[src/rtl/data_stack.sv]
// +--------------------------------------------------------------------------+
// | Module   : data_stack                                                    |
// | Purpose  : Stack with TOS/NOS registers and a DEPTH-entry spill RAM.     |
// |            Optional guard logic: define DSTACK_GUARD_EN.                 |
// | Revision : 1.0  initial release                                          |
// +--------------------------------------------------------------------------+
`default_nettype none

module data_stack #(
  parameter int DEPTH = 16,
  parameter int DSZ   = 32
) (
  input  logic                      clk,
  input  logic                      rst_n,
  input  logic [1:0]                op,
  input  logic [DSZ-1:0]            vi,
  output logic [DSZ-1:0]            s0,
  output logic [DSZ-1:0]            s1,
  output logic [$clog2(DEPTH)+1:0]  depth,
  output logic                      empty,
  output logic                      full,
  output logic                      ovf,
  output logic                      unf
);

  localparam int CAP = DEPTH + 2;
  localparam int AW  = $clog2(DEPTH);
  localparam int DW  = AW + 2;

  localparam logic [1:0]    c_OP_PUSH = 2'b01;
  localparam logic [1:0]    c_OP_POP  = 2'b10;
  localparam logic [1:0]    c_OP_PICK = 2'b11;
  localparam logic [DW-1:0] c_D2      = DW'(2);
  localparam logic [DW-1:0] c_D3      = DW'(3);
  localparam logic [DW-1:0] c_DCAP    = DW'(CAP);
  localparam logic [AW:0]   c_SP1     = (AW+1)'(1);

  logic [DSZ-1:0] r_mem [DEPTH];
  logic [DSZ-1:0] r_s0;
  logic [DSZ-1:0] r_s1;
  logic [DW-1:0]  r_depth;
  // Spill pointer reaches DEPTH when full, so it carries one bit beyond the RAM address
  logic [AW:0]    r_sp;
  logic           r_ovf;
  logic           r_unf;

  logic [AW:0]    w_n;
  logic [AW:0]    w_pick_idx;
  logic [AW:0]    w_pop_idx;
  logic [DSZ-1:0] w_pick_val;
  logic [DSZ-1:0] w_push_val;
  logic [DSZ-1:0] w_pop_s1;
  logic           w_is_push;
  logic           w_ovf_err;
  logic           w_unf_err;
  logic           w_push_go;
  logic           w_pop_go;

  assign w_n        = vi[AW:0];
  assign w_pick_idx = r_sp + c_SP1 - w_n;
  assign w_pop_idx  = r_sp - c_SP1;
  assign w_is_push  = (op == c_OP_PUSH) || (op == c_OP_PICK);

  always_comb begin
    w_pick_val = r_mem[w_pick_idx[AW-1:0]];
    if (w_n == '0)
      w_pick_val = r_s0;
    else if (w_n == c_SP1)
      w_pick_val = r_s1;
  end

  assign w_push_val = (op == c_OP_PICK) ? w_pick_val : vi;
  assign w_pop_s1   = (r_depth >= c_D3) ? r_mem[w_pop_idx[AW-1:0]] : '0;

`ifdef DSTACK_GUARD_EN
  assign w_ovf_err = w_is_push && full;
  assign w_unf_err = ((op == c_OP_POP) && empty) ||
                     ((op == c_OP_PICK) && ({1'b0, w_n} >= r_depth));
`else
  assign w_ovf_err = 1'b0;
  assign w_unf_err = 1'b0;
`endif

  assign w_push_go = w_is_push && !w_ovf_err && !w_unf_err;
  assign w_pop_go  = (op == c_OP_POP) && !w_unf_err;

  // RAM is not reset; rst_n only gates the write so an aborted op leaves no trace
  always_ff @(posedge clk) begin
    if (rst_n && w_push_go && (r_depth >= c_D2))
      r_mem[r_sp[AW-1:0]] <= r_s1;
  end

  always_ff @(posedge clk or negedge rst_n) begin
    if (!rst_n) begin
      r_s0    <= '0;
      r_s1    <= '0;
      r_depth <= '0;
      r_sp    <= '0;
      r_ovf   <= 1'b0;
      r_unf   <= 1'b0;
    end else begin
      if (w_ovf_err) r_ovf <= 1'b1;
      if (w_unf_err) r_unf <= 1'b1;
      if (w_push_go) begin
        r_s1    <= r_s0;
        r_s0    <= w_push_val;
        r_depth <= r_depth + 1'b1;
        if (r_depth >= c_D2) r_sp <= r_sp + c_SP1;
      end else if (w_pop_go) begin
        r_s0    <= r_s1;
        r_s1    <= w_pop_s1;
        r_depth <= r_depth - 1'b1;
        if (r_depth >= c_D3) r_sp <= r_sp - c_SP1;
      end
    end
  end

  assign s0    = r_s0;
  assign s1    = r_s1;
  assign depth = r_depth;
  assign empty = (r_depth == '0);
  assign full  = (r_depth == c_DCAP);
  assign ovf   = r_ovf;
  assign unf   = r_unf;

endmodule

`default_nettype wire
[config.mk]
export PLATFORM = sky130hd
export DESIGN_NAME = data_stack
export DESIGN_NICKNAME = d
export VERILOG_FILES = /design/src/rtl/data_stack.sv
export SDC_FILE = /design/constraint.sdc
export NUM_CORES = 1
export LEC_CHECK = 0
export BUFFER_PORTS_ARGS = -buffer_cell sky130_fd_sc_hd__buf_2
export CELL_PAD_IN_SITES_DETAIL_PLACEMENT = 0
export CELL_PAD_IN_SITES_GLOBAL_PLACEMENT = 1
export CORE_MARGIN = 5
export CORE_UTILIZATION = 30
export DETAILED_ROUTE_END_ITERATION = 10
export PLACE_DENSITY = 0.53
export SLEW_MARGIN = 20
export SYNTH_ARGS = -nofsm -noshare
export SYNTH_HDL_FRONTEND = slang
export SYNTH_SLANG_ARGS = --single-unit
[constraint.sdc]
create_clock -name clk -period 5.25 [get_ports clk]
set_clock_uncertainty 0.05 [all_clocks]
set_input_delay 0.525 -clock clk [delete_from_list [all_inputs] [get_ports clk]]
set_output_delay 0.525 -clock clk [all_outputs]
set_load 0.01 [all_outputs]
==> impl_metrics.json <==
{
  "status": "finished clean",
  "grt_pass1_vias": 18388,
  "netlist-cell-type-count": 42,
  "fillers": 8739,
  "start_kind": "register",
  "htreeDepth": 3,
  "hp-class": "in -> async",
  "cellInternalPower_mw": 13.90,
  "clock_latency_ps": 610,
  "wl_per_cell_um": 31.16,
  "pwr-share-seq": 0.314,
  "cts_sinks": 586,
  "rows": 111,
  "fp.dieArea_sq_um": 99050,
  "relSlewSlack": 0.1933,
  "cap_violations": 0,
  "core_sq_um": 91940,
  "netlist_instances": 1678,
  "drc_errors": 0,
  "vdd_drop_max_v": 0.0006360,
  "hold_violations": 0,
  "fin_setup_tns_ps": 0,
  "wl_um": 96270,
  "clkSlewWorstSetupHoldPaths_ps": 60,
  "drt-pass1-iter-count": 6,
  "synth_edf_count": 512,
  "fin_total_pwr_mw": 23.49,
  "ant_nets": 0,
  "seq_area_frac_synth": 0.6184,
  "finalSetupViolCount": 0,
  "drive_above_1_share": 0.3216,
  "crit_top_cell": "inv_1",
  "max_freq_mhz": 258.3,
  "dpl.hpwl_um": 56230,
  "p_sw_frac": 0.4080,
  "rsz0062_at_grt": "no",
  "async_reset_ff_frac": 0.1263,
  "cts_made_buffers": 69,
  "end_kind": "register",
  "port_buffers": 107,
  "post_drt_via_cell_ratio": 5.704,
  "p_per_area_nw_per_um2": 720.8,
  "dpl_worst_slack_ps": 1394,
  "initial_core_util": 0.3030,
  "ys_ff_latch": 586,
  "critPathRequiredTime_ps": 5670,
  "slowest_delay_ps": 1130,
  "grt_usage": 0.1920,
  "fin_crit_ps": 3871,
  "area_growth_pct": 16.96,
  "cp_data_arrival_time_ps": 4290,
  "crit_slowest_cell": "fa_4",
  "fin_crit_sh": 0.7373,
  "fp.dieW_um": 314.7,
  "io_pins": 110,
  "p_leak_nw": 10.58,
  "cts_buffer_depth": 3,
  "avgSynthCellArea_sq_um": 16.60,
  "finalWorstSetupSlack_ps": 1379,
  "cts.root.buffer_cell": "clkbuf_16",
  "grt_antenna_before_repair": 3,
  "die_h_um": 314.7,
  "synth_area_sq_um": 27860,
  "pwr-share-comb": 0.484,
  "grt_max_degree": 61,
  "final_nets": 1840,
  "grt_overflow": 0,
  "cts_tree": "done",
  "cts_setup_buffers": 0,
  "slew_violations": 0,
  "p_switching_mw": 9.581,
  "place_congestion": 0.7828,
  "grt_pass1_wl_um": 136500,
  "crit_path_cell_trace": "inv_1 -> ha_4 -> inv_1 -> fa_4 -> buf_4 -> mux4_2 -> or3_1 -> o211ai_1 -> a31oi_1",
  "crit_family": "adder cells",
  "p_clk_frac": 0.201,
  "vias": 17625,
  "yosysWarnings": 0,
  "critPathBufInv": 3,
  "ys.flop_type": "edfxtp_1",
  "path_class": "reg -> reg",
  "worstPathMaxFanout": 27,
  "worst_pin_slew_ps": 1210,
  "drt-initial-drc-count": 1769
}
[cell type report]
class	count	area [sq um]	share of cell area
diodes	3	7.507	0.0002304
clock buffers	98	1968	0.06040
clock inverters	27	260.3	0.007987
inverters	10	37.54	0.001152
multi-input cells	944	10250	0.3145
flip-flops and latches	586	17230	0.5289
well taps	1243	1555	0.04773
repair buffers	179	1274	0.03909
[synthesized netlist by cell type (2+ instances only)]
cell | count | area, sq um
nor4_1 | 2 | 12.51
a21o_1 | 3 | 22.52
a21oi_1 | 27 | 135.1
clkbuf_1 | 98 | 367.9
or4_1 | 2 | 15.01
buf_4 | 2 | 15.01
or3_1 | 51 | 319.1
xnor2_1 | 9 | 78.83
mux2i_1 | 13 | 130.1
nor2b_1 | 4 | 25.02
o2bb2ai_1 | 11 | 96.34
xor2_1 | 6 | 52.55
fa_1 | 2 | 40.04
a31oi_1 | 65 | 406.6
buf_2 | 21 | 105.1
nand3b_1 | 2 | 15.01
inv_1 | 9 | 33.78
nor3_1 | 37 | 185.2
nand2b_1 | 2 | 12.51
and3_1 | 2 | 12.51
a222oi_1 | 30 | 300.3
nor2_1 | 162 | 608.1
nand2_1 | 77 | 289.0
mux4_2 | 279 | 6284
o21ai_0 | 70 | 350.3
edfxtp_1 | 512 | 15370
buf_1 | 17 | 63.81
dfrtp_1 | 74 | 1852
nand3_1 | 34 | 170.2
mux2_2 | 2 | 22.52
ha_1 | 12 | 150.1
o211ai_1 | 31 | 232.7
[final timing paths]
| kind | startpoint | end | slack (ps) | cells past startpoint |
|---|---|---|---|---|
| min in group clk | vi[23] | s0[23] | 350 | 5 |
| max in group asynchronous | rst_n | r_sp[3] | 3340 | 3 |
| hold / removal | rst_n | depth[2] | 340 | 2 |
| setup / recovery | r_sp[1] | s0[10] | 1380 | 9 |
| hold reg to reg | depth[5] | depth[5] | 480 | 1 |
| setup reg to reg | r_sp[1] | s0[10] | 1380 | 9 |
[logic make-up (layout without fill, tap and decap cells)]
kind of cell / after synthesis / after routing / synth area share
DFF: 586 / 586 / 0.6184
and+or+nand+nor: 378 / 378 / 0.06041
muxes: 294 / 294 / 0.2310
AOI/OAI and AO/OA: 240 / 240 / 0.05632
buffers and inverters: 149 / 314 / 0.02156
xor gates and xnor gates: 16 / 16 / 0.005300
adders and majority gates: 14 / 14 / 0.006827
other: 1 / 5 / 0.0001346
[sequential cells by signal, summed over array words and instances, names as in the netlist]
register  count
depth         6
r_mem       512
r_sp          4
s0           32
s1           32
[repair_timing]
| action | 4_1_cts | 5_1_grt |
|---|---|---|
| hold buffers | 1 | 0 |
| resized for setup | 0 | 0 |
| hold endpoints to repair | 20 | 0 |
[metrics by stage]
step	hold WS (ps)	instance area [sq um]	std cells	utilization
after floorplan	179.4	27860	1679	-
after global placement	421.7	30340	2961	0.3300
after detailed placement	424.0	30340	2961	0.3300
after CTS	310.8	32580	3087	0.3543
after global routing	361.2	32580	3087	0.3543
final	336.2	32580	3090	0.3544
[cells in the final DEF, fill, tap and decap left out, types with 7 or more instances in the layout]
cell	synthesis	routed
nand2_1	77	77
clkinv_2	0	9
buf_4	2	59
a31oi_1	65	65
mux2i_1	13	13
inv_1	9	9
edfxtp_1	512	512
nor2_1	162	148
o2bb2ai_1	11	11
a222oi_1	30	30
nor2_4	0	14
clkinv_1	1	8
buf_2	21	104
or3_1	51	51
clkbuf_8	0	9
nor3_1	37	32
clkbuf_1	98	18
mux4_2	279	279
buf_12	0	15
ha_1	12	10
xnor2_1	9	7
dfrtp_1	74	72
nand3_1	34	33
o211ai_1	31	31
a21oi_1	27	26
o21ai_0	70	70
clkbuf_16	0	71
[worst register-to-register path, cell delays in order (launching register included)]
cell,delay [ps]
dfrtp_1,470
inv_1,150
ha_4,550
inv_1,120
fa_4,1130
buf_4,390
mux4_2,360
or3_1,320
o211ai_1,110
a31oi_1,100
[power groups by stage]
stage	registers [mW]	logic [mW]	clock network [mW]
5_1_grt	7.52	12.1	5.03
6_report	7.38	11.4	4.73
2_1_floorplan	7.03	7.54	0
4_1_cts	7.40	11.5	4.83
3_3_place_gp	7.45	11.4	0
3_5_place_dp	7.49	11.4	0
[layer usage]
layer	wire, um	GRT usage	share of wire	up-vias
met4	2802	0.06174	0.029	0
met5	0	0	0	-
met3	7522	0.03970	0.078	146
met1	40290	0.2626	0.42	9470
met2	45660	0.3092	0.47	822
li1	-	-	-	7187
Note: power is estimated with default switching activity, not from simulation.
